[config.mk]
export PLATFORM = sky130hd
export DESIGN_NAME = mem_access_unit
export DESIGN_NICKNAME = d
export VERILOG_FILES = /design/src/rtl/mem_access_unit.sv
export SDC_FILE = /design/constraint.sdc
export NUM_CORES = 1
export LEC_CHECK = 0
export CAP_MARGIN = 20
export CORE_AREA = 4 4 142 131
export DETAILED_ROUTE_END_ITERATION = 6
export DIE_AREA = 0 0 146 135
export GPL_TIMING_DRIVEN = 0
export HOLD_SLACK_MARGIN = 0.05
export PLACE_DENSITY_LB_ADDON = 0.08
export RECOVER_POWER = 100
export SYNTH_ARGS = -nofsm -noshare
export SYNTH_HDL_FRONTEND = slang
export SYNTH_SLANG_ARGS = --single-unit
[constraint.sdc]
create_clock -name clk -period 5.1 [get_ports clk]
set_clock_uncertainty 0.05 [all_clocks]
set_input_delay 1.02 -clock clk [delete_from_list [all_inputs] [get_ports clk]]
set_output_delay 1.02 -clock clk [all_outputs]
set_load 0.05 [all_outputs]
[src/rtl/mem_access_unit.sv]
// Unified instruction/data memory access stage for the multicycle RISC-V core.
// Turns controller strobes into one handshaked bus transaction and stalls the FSM meanwhile.
module mem_access_unit #(
  parameter int TIMEOUT = 255
) (
  input  logic        clk,
  input  logic        reset,
  input  logic        IR_Write,
  input  logic        AdrSrc,
  input  logic        Mem_Write,
  input  logic [31:0] PC,
  input  logic [31:0] Result,
  input  logic [31:0] WriteData,
  output logic        Stall,
  output logic [31:0] Instr,
  output logic [31:0] OldPC,
  output logic [31:0] Data,
  output logic        bus_err,
  output logic        mem_req,
  output logic        mem_we,
  output logic [31:0] mem_addr,
  output logic [31:0] mem_wdata,
  input  logic [31:0] mem_rdata,
  input  logic        mem_ready
);

  typedef enum logic [1:0] {
    IDLE = 2'd0,
    REQ  = 2'd1,
    DONE = 2'd2
  } state_t;

  typedef enum logic [1:0] {
    K_FETCH = 2'd0,
    K_LOAD  = 2'd1,
    K_STORE = 2'd2
  } kind_t;

  localparam logic [31:0] NOP_INSTR = 32'h0000_0013;
  localparam logic [7:0]  TIMEOUT_C = 8'(TIMEOUT);

  state_t      state_r;
  state_t      state_s;
  kind_t       kind_r;
  kind_t       kind_s;
  logic [31:0] pc_r;
  logic [7:0]  cnt_r;
  logic [31:0] addr_s;
  logic        acc_s;
  logic        ready_hit_s;
  logic        timeout_s;

  assign acc_s = IR_Write | AdrSrc;

  // Decode request kind and word-aligned address; fetch wins over a data access.
  always_comb begin
    kind_s = K_LOAD;
    addr_s = Result & 32'hFFFF_FFFC;
    if (IR_Write) begin
      kind_s = K_FETCH;
      addr_s = PC & 32'hFFFF_FFFC;
    end else if (Mem_Write) begin
      kind_s = K_STORE;
    end else begin
      kind_s = K_LOAD;
    end
  end

  // State register.
  always_ff @(posedge clk or negedge reset) begin
    if (!reset) begin
      state_r <= IDLE;
    end else begin
      state_r <= state_s;
    end
  end

  // Next state, stall and completion qualifiers; DONE ignores acc to block re-issue.
  always_comb begin
    state_s     = state_r;
    Stall       = 1'b0;
    ready_hit_s = 1'b0;
    timeout_s   = 1'b0;
    case (state_r)
      IDLE: begin
        Stall = acc_s;
        if (acc_s) begin
          state_s = REQ;
        end else begin
          state_s = IDLE;
        end
      end
      REQ: begin
        Stall = 1'b1;
        if (mem_ready) begin
          ready_hit_s = 1'b1;
          state_s     = DONE;
        end else if (cnt_r <= 8'd1) begin
          timeout_s = 1'b1;
          state_s   = DONE;
        end else begin
          state_s = REQ;
        end
      end
      DONE: begin
        Stall   = 1'b0;
        state_s = IDLE;
      end
      default: begin
        Stall   = 1'b0;
        state_s = IDLE;
      end
    endcase
  end

  // Bus drive, wait counter and capture registers.
  always_ff @(posedge clk or negedge reset) begin
    if (!reset) begin
      kind_r    <= K_FETCH;
      pc_r      <= 32'd0;
      cnt_r     <= 8'd0;
      mem_req   <= 1'b0;
      mem_we    <= 1'b0;
      mem_addr  <= 32'd0;
      mem_wdata <= 32'd0;
      Instr     <= 32'd0;
      OldPC     <= 32'd0;
      Data      <= 32'd0;
      bus_err   <= 1'b0;
    end else begin
      case (state_r)
        IDLE: begin
          if (acc_s) begin
            kind_r    <= kind_s;
            pc_r      <= PC;
            cnt_r     <= TIMEOUT_C;
            mem_req   <= 1'b1;
            mem_we    <= (kind_s == K_STORE);
            mem_addr  <= addr_s;
            mem_wdata <= WriteData;
          end
        end
        REQ: begin
          if (ready_hit_s) begin
            mem_req <= 1'b0;
            mem_we  <= 1'b0;
            case (kind_r)
              K_FETCH: begin
                Instr <= mem_rdata;
                OldPC <= pc_r;
              end
              K_LOAD:  Data <= mem_rdata;
              default: ;
            endcase
          end else if (timeout_s) begin
            // Abandoned fetch executes as a NOP; abandoned load returns zero.
            mem_req <= 1'b0;
            mem_we  <= 1'b0;
            bus_err <= 1'b1;
            case (kind_r)
              K_FETCH: begin
                Instr <= NOP_INSTR;
                OldPC <= pc_r;
              end
              K_LOAD:  Data <= 32'd0;
              default: ;
            endcase
          end else begin
            cnt_r <= cnt_r - 8'd1;
          end
        end
        default: ;
      endcase
    end
  end

endmodule
; Yosys cells after proc, flatten, opt, wreduce, memory -nomap -nowiden
; Cells that the tools add are included.
[word_totals]
mem_bits_ro = 0
ramBits = 0
n_memories = 0
in_bits = 134
register_bits = 207
latch_bits = 0
wordCells = 68
[op_classes]
add_sub_neg = 1
n_mul = 0
n_div = 0
n_reduce_logical = 11
magnitude_cmp = 1
shift = 0
n_bitwise = 2
muxes = 34
eq_ne = 7
[ops]
columns = cell, count
row1 = $mux 32, 12
row2 = $mux 8, 3
row3 = $pmux 8 s2, 1
row4 = $reduce_and 3->1, 4
row5 = $mux 1, 10
row6 = $le 8x1->1 const B, 1
row7 = $mux 2, 4
row8 = $sub 8x1->8 const B, 1
row9 = $ne 2x2->1 const B, 3
row10 = $pmux 1 s2, 3
row11 = $eq 2x1->1 const B, 2
row12 = $logic_not 2->1, 2
row13 = $pmux 2 s2, 1
row14 = $reduce_and 2->1, 2
row15 = $reduce_and 4->1, 1
row16 = $reduce_bool 2->1, 2
row17 = $ne 3x3->1 const B, 1
row18 = $eq 2x2->1 const B, 1
row19 = $not 1->1, 1
row20 = $or 1x1->1, 1

; Longest topological paths before layout
; Gate-level depths: netlist of run 1.
[logic_depth]
depth_word = 7
ltp_mapped = 8

; Worst setup path after synthesis of run 1
; Ideal clock, no wire load.
[synth_timing]
path_type = input-to-output
startpoint = in IR_Write
endpoint = out Stall
t_required_ps = 4030
stages = 4
slack_ps = 1593
t_arrival_ps = 2437
path_buffers = 2
cell_sequence = clkbuf_1 -> clkbuf_1 -> nor3_1 -> nor2_1
[synth_between]
elab_chain_cells = 2
[synth_rtl]
columns = item, line
row1 = "start, declared", 8  ; input logic IR_Write,
row2 = $or 1x1->1, 53  ; assign acc_s = IR_Write | AdrSrc;
row3 = $pmux 1 s2, 84  ; case (state_r)
row4 = "end, declared", 14  ; output logic Stall,
; Every way passes these cells.

; Worst setup path after layout of run 1
; Ends and elaborated chain as after synthesis.

==> flow_summary.yaml, run 1 <==
clock_tree:
  numCtsBuffers: 22
  cts_tree: "yes"
  postCtsSetupBuffers: 0
  cts.clk_slew.worst_paths_ps: 60
  cts_resized: 0
  clock_path_buffers: 3
  cts.sinks: 205
  cts.htree.levels: 1
  clockRootBuffer: "clkbuf_16"
  clk_latency_ps: 490
  hold_buffers: 0
power_and_ir_drop:
  combPwrFrac_pct: 52.7
  power_frac_seq_pct: 30.1
  peakVddDrop_mv: 0.380
  p_per_area_mw_per_mm2: 766
  leakagePower_uw: 0.00563
  swShare_pct: 47.4
  clkPwrFrac_pct: 17.3
  power.switching_uw: 4350
  p_int_uw: 4840
synthesis:
  synthesis.area_sq_mm: 0.00808
  synth-edff-count: 0
  netlist_instances: 702
  synth_top_family_by_area: "simple AND/OR/NAND/NOR gates"
  async_reset_ff_share_pct: 100
  synth-warning-count: 0
  synthAdderAreaFrac_pct: 0.310
  syn_area_per_cell_sq_um: 11.5
  synth-xor-area-share_pct: 0
  synth.mux.area_fraction_pct: 8.18
  synth_compound_area_share_pct: 11.6
  ys_seq_area_share_pct: 63.5
  yosysTopAreaCellShare_pct: 63.5
  synthFlopType: "dfrtp_1"
  synth-seq-cells: 205
  yosysTopAreaCell: "dfrtp_1"
  synth_cell_types: 44
  synth-simple-area-share_pct: 13.0
  synthTopCellsByArea: "dfrtp_1 64%, nand2_1 11%, a32o_1 7.3%, mux2_2 4.0%, mux2i_1 3.7%"
worst_hold_path:
  hp-start: "bus_err$_DFFE_PN0P_"
  hold_class: "reg2reg"
  min_to: "bus_err$_DFFE_PN0P_"
  hold_depth: 1
routing:
  vias_per_cell: 5.23
  met3_length_mm: 1.42
  antenna_left: 0
  drt-pass1-iter-count: 7
  routed_wirelength_mm: 22.4
  num_vias: 6573
  drc: 0
  dr_wl_met2_mm: 10.4
  routed.top_layer: "met4"
  detail_route.iter0.violations: 222
  wl_met1_mm: 9.79
  wl_per_cell_um: 17.8
timing:
  period_minus_slack_ps: 4170
  drv_slew: 53
  relSlewSlack_pct: -98.4
  fmax_ghz: 0.240
  fin_crit_sh_pct: 81.7
  worst_pin_slew_ps: 2980
  setup_violations: 0
  rsz0062_at_grt: "no"
  worst_slack_ps: 933
  hold_violations: 0
critical_path:
  endpoint_kind: "output port"
  r2r-start: "cnt_r[0]$_DFFE_PN0P_"
  worstReg2RegEnd: "OldPC[13]$_DFFE_PN0P_"
  r2r_slack_ps: 1950
  worstPathRequired_ps: 4030
  criticalPathCategory: "in2out"
  cp_max_fo: 10
  crit_path_start_kind: "primary input"
  crit_arrival_ps: 3100
  r2r_cells: 8
layout:
  fill_cells: 1307
  layout.nets: 1157
  syn2layout_area_growth_pct: 48.6
  drive_above_1_share_pct: 6.75
  stdcell_count: 1256
place:
  post-place-ws_ps: 966
  placed_cells: 1213
  io_buffer_count: 292
  gp_congestion: 0.808
  hpwl_mm: 16.4
grt:
  grt_max_degree: 87
  grt_usage_pct: 22.4
  grt_pass1_wl_mm: 35.9
  grt_overflow: 0
  antenna_found_initial: 3
  grt_pass1_vias: 6621
floorplan:
  initial_core_util_pct: 46.9
  core.rowCount: 46
  die_area_sq_mm: 0.0197
  die_y_um: 135
  core_area_sq_mm: 0.0172
  die_w_um: 146
  num_io_pins: 298
outcome:
  status: "finished, violations left"
  violations: "capacitance limit, slew limit"
run:
  cap_viol_max_count: 1
-- synth_stat cells, types with 2 or more instances --
library cell    n
or3b_1          2
inv_1           5
nor3_1          5
buf_4           3
nand2_1       228
a21oi_1         2
and2_1          2
a31oi_1         4
nor2_1          3
buf_6           3
mux2_1          3
mux2_2         29
or3_1           3
nand3_1         4
o21a_1          2
mux2i_1        30
clkbuf_1       33
o2bb2ai_1       2
o22a_1          3
ha_1            2
a32o_1         59
o31ai_1         2
buf_1           3
o21ai_0        35
buf_2          11
nor3b_1         2
dfrtp_1       205
-- worst max-delay path: stages --
cell	delay [ps]
clkbuf_1	330
clkbuf_1	610
nor3_1	100
nor2_1	110
dlygate4sd3_1	930
-- sequential cells by signal, indices dropped and copies added, names as in the netlist --
| register | cells |
|---|---|
| Data | 32 |
| Instr | 32 |
| OldPC | 32 |
| bus_err | 1 |
| cnt_r | 8 |
| kind_r | 2 |
| mem_addr | 30 |
| mem_req | 1 |
| mem_wdata | 32 |
| mem_we | 1 |
| pc_r | 32 |
| state_r | 2 |
-- area by class of cell --
class                      instances  area, sq um  share of cell area [%]
antenna                            3         7.51                  0.0626
buffer                            53          211                    1.76
clock buffer                      34          637                    5.31
clock inverter                     6         80.1                   0.667
inverter                           5         18.8                   0.156
multi-input combinational        440         2670                    22.3
sequential                       205         5130                    42.8
tap                              216          270                    2.25
timing repair buffer             294         2970                    24.8
-- cells in the final DEF (no fill, tap or decap), types with 3 or more instances in the layout --
cell | Yosys | layout
nand2_1 | 228 | 228
dfrtp_1 | 205 | 205
dlygate4sd3_1 | 0 | 164
clkdlybuf4s50_1 | 0 | 127
a32o_1 | 59 | 59
clkbuf_1 | 33 | 55
o21ai_0 | 35 | 37
mux2i_1 | 30 | 30
mux2_2 | 29 | 29
clkbuf_16 | 0 | 23
inv_1 | 5 | 5
nor3_1 | 5 | 5
buf_2 | 11 | 4
nand3_1 | 4 | 4
a31oi_1 | 4 | 4
clkinv_2 | 0 | 4
diode_2 | 0 | 3
nor2_1 | 3 | 3
or3_1 | 3 | 3
o22a_1 | 3 | 3
mux2_1 | 3 | 3
-- per-layer routing --
layer  vias up  GRT usage (%)
met4         0           7.78
met1      3199           30.5
met5         -              0
met3        51           5.84
met2       222           35.5
li1       3101              -
-- worst max-delay path by stage --
stage	start	endpoint	depth (start not counted)
after floorplan	IR_Write	Stall	4
final	IR_Write	Stall	5
after CTS	IR_Write	Stall	5
after detailed placement	IR_Write	Stall	5
after global placement	reset	mem_wdata[21]$_DFFE_PN0P_	1
after global routing	IR_Write	Stall	5
-- power by group through the flow --
stage / sequential [uW] / combinational, uW / clock [uW]
3_5_place_dp: 2810 / 5120 / 0
4_1_cts: 2790 / 5140 / 1630
5_1_grt: 2860 / 5130 / 1700
3_3_place_gp: 2800 / 5070 / 0
2_1_floorplan: 4920 / 1160 / 0
6_report: 2760 / 4840 / 1590
-- metrics by stage --
step / power (uW) / setup TNS, ps / hold WS [ps] / area, sq um / utilization [%]
final: 9190 / 0 / 403 / 12000 / 69.7
after global routing: 9680 / 0 / 430 / 12000 / 69.7
after CTS: 9560 / 0 / 379 / 12000 / 70.0
after detailed placement: 7940 / 0 / 397 / 11300 / 65.8
after global placement: 7870 / -1192240 / 392 / 11300 / 65.5
after floorplan: 6080 / 0 / 388 / 8080 / -
-- logic make-up (layout without fill, tap and decap cells) --
group	after synthesis	in the layout
multiplexers	62	62
other	1	5
AND/OR/NAND/NOR	258	258
buffers and inverters	58	392
AO/OA/AOI/OAI	116	116
adder cells (fa/ha/maj)	2	2
flip-flops	205	205
No activity file was read; power rests on OpenSTA's default activity.
==> run 2: changes to the inputs <==
--- a/config.mk
+++ b/config.mk
@@ -6,9 +6,9 @@
 export NUM_CORES = 1
 export LEC_CHECK = 0
 export CAP_MARGIN = 20
-export CORE_AREA = 4 4 142 131
+export CORE_AREA = 4 4 147 135
 export DETAILED_ROUTE_END_ITERATION = 6
-export DIE_AREA = 0 0 146 135
+export DIE_AREA = 0 0 151 139
 export GPL_TIMING_DRIVEN = 0
 export HOLD_SLACK_MARGIN = 0.05
 export PLACE_DENSITY_LB_ADDON = 0.08
==> constraint.sdc (replaced) <==
create_clock -name clk -period 3.9 [get_ports clk]
set_clock_uncertainty 0.05 [all_clocks]
set_input_delay 0.78 -clock clk [delete_from_list [all_inputs] [get_ports clk]]
set_output_delay 0.78 -clock clk [all_outputs]
set_load 0.05 [all_outputs]
==> run 2 against run 1 <==
Against the previous run: the run still ends with capacitance limit, slew limit left; via count decreased by 1.7%; die area is 6.5% higher; clock-buffer cell count stayed put; flip-flop and latch count is the same; wire length down 0.55%; critical path depth did not move; highest routed layer unchanged; sequential power grew 31%; core utilization fell by 3.7 points; critical endpoint unchanged; final cell count is 2.0% higher; non-clock buffer count fell by 1; critical path type unchanged.
==> flow_summary.yaml, run 2 (same netlist as run 1, synthesis figures left out) <==
power_and_ir_drop:
  combPwrFrac_pct: 52.3
  p_per_area_mw_per_mm2: 1000
  peakVddDrop_mv: 0.520
  clkPwrFrac_pct: 17.8
  leakagePower_uw: 0.00564
  swShare_pct: 47.0
  power_frac_seq_pct: 29.9
  p_int_uw: 6400
  power.switching_uw: 5680
clock_tree:
  clk_latency_ps: 490
  cts.clk_slew.worst_paths_ps: 60
  cts_resized: 0
  cts.htree.levels: 1
  postCtsSetupBuffers: 0
  cts.sinks: 205
  clock_path_buffers: 3
  clockRootBuffer: "clkbuf_16"
  hold_buffers: 0
  numCtsBuffers: 23
  cts_tree: "yes"
floorplan:
  num_io_pins: 298
  die_area_sq_mm: 0.0210
  die_w_um: 151
  initial_core_util_pct: 44.3
  core_area_sq_mm: 0.0182
  die_y_um: 139
  core.rowCount: 47
place:
  placed_cells: 1241
  gp_congestion: 0.756
  hpwl_mm: 16.2
  io_buffer_count: 292
routing:
  routed_wirelength_mm: 22.2
  drc: 0
  wl_per_cell_um: 17.4
  dr_wl_met2_mm: 10.3
  drt-pass1-iter-count: 4
  met3_length_mm: 1.98
  num_vias: 6460
  vias_per_cell: 5.04
  antenna_left: 0
  routed.top_layer: "met4"
  detail_route.iter0.violations: 239
  wl_met1_mm: 9.45
grt:
  grt_usage_pct: 21.3
  grt_overflow: 0
  grt_pass1_wl_mm: 36.2
  antenna_found_initial: 1
  grt_max_degree: 122
  grt_pass1_vias: 6655
timing:
  setup_tns_ps: 0
  relSlewSlack_pct: -42.9
  fmax_ghz: 0.273
  worst_pin_slew_ps: 2140
  fin_crit_sh_pct: 94.1
  rsz0062_at_grt: "no"
  drv_slew: 85
  setup_violations: 0
  hold_violations: 0
  period_minus_slack_ps: 3670
critical_path:
  endpoint_kind: "output port"
  crit_path_start_kind: "primary input"
  cp_max_fo: 10
  criticalPathCategory: "in2out"
  worstPathRequired_ps: 3070
  crit_arrival_ps: 2840
layout:
  drive_above_1_share_pct: 6.86
  syn2layout_area_growth_pct: 49.2
  layout.nets: 1157
  layout_common_cells: "228 x nand2_1, 205 x dfrtp_1, 164 x dlygate4sd3_1, 127 x clkdlybuf4s50_1, 59 x a32o_1"
  fill_cells: 1445
  final_common_cell: "nand2_1"
  stdcell_count: 1281
run:
  cap_viol_max_count: 1
worst_hold_path:
  hold_class: "reg2reg"
outcome:
  violations: "capacitance limit, slew limit"
  status: "finished, violations left"
## run 2: final timing paths
kind / depth (start not counted) / slack (ps) / to / startpoint
worst max-delay path: 5 / 230 / Stall / IR_Write
worst min-delay path: 1 / 400 / bus_err$_DFFE_PN0P_ / bus_err$_DFFE_PN0P_
worst max register to register: 8 / 760 / OldPC[28]$_DFFE_PN0P_ / cnt_r[0]$_DFFE_PN0P_
worst min register to register: 1 / 400 / bus_err$_DFFE_PN0P_ / bus_err$_DFFE_PN0P_
max in group asynchronous: 2 / 1510 / mem_wdata[27]$_DFFE_PN0P_ / reset
min in group asynchronous: 1 / 850 / mem_addr[10]$_DFFE_PN0P_ / reset
## run 2: critical path: stages
cell	delay, ps
clkbuf_1	350
clkbuf_1	580
nor3_1	110
nor2_1	110
dlygate4sd3_1	910
## run 2: cell type report
type / count / area (sq um) / area share [%]
timing repair buffer: 293 / 2950 / 24.5
sequential: 205 / 5130 / 42.6
clock buffer: 34 / 687 / 5.70
multi-input combinational: 440 / 2670 / 22.2
antenna: 1 / 2.50 / 0.0208
buffer: 53 / 208 / 1.72
tap: 245 / 307 / 2.54
inverter: 5 / 18.8 / 0.156
clock inverter: 5 / 75.1 / 0.623
## run 2: through the flow
step                util [%]  hold WS [ps]  area [sq um]  power (uW)  worst slack, ps
floorplan                  -           388          8080        7960              873
global placement        62.0           390         11300       10300            -6820
detailed placement      62.2           397         11300       10400              247
CTS                     66.4           248         12100       12600              235
global route            66.1           434         12000       12800             78.0
finish                  66.1           400         12000       12100              231
## run 2: routing by layer
| layer | track usage, % | up-vias |
|---|---|---|
| li1 | - | 3087 |
| met3 | 6.90 | 30 |
| met4 | 5.25 | 0 |
| met2 | 34.1 | 223 |
| met1 | 28.3 | 3120 |
| met5 | 0 | - |
## run 2: power by group through the flow
stage	clock [uW]	combinational (uW)	sequential, uW
after CTS	2200	6720	3660
after global routing	2300	6720	3740
after detailed placement	0	6710	3680
after global placement	0	6650	3660
final	2150	6320	3610
after floorplan	0	1520	6440
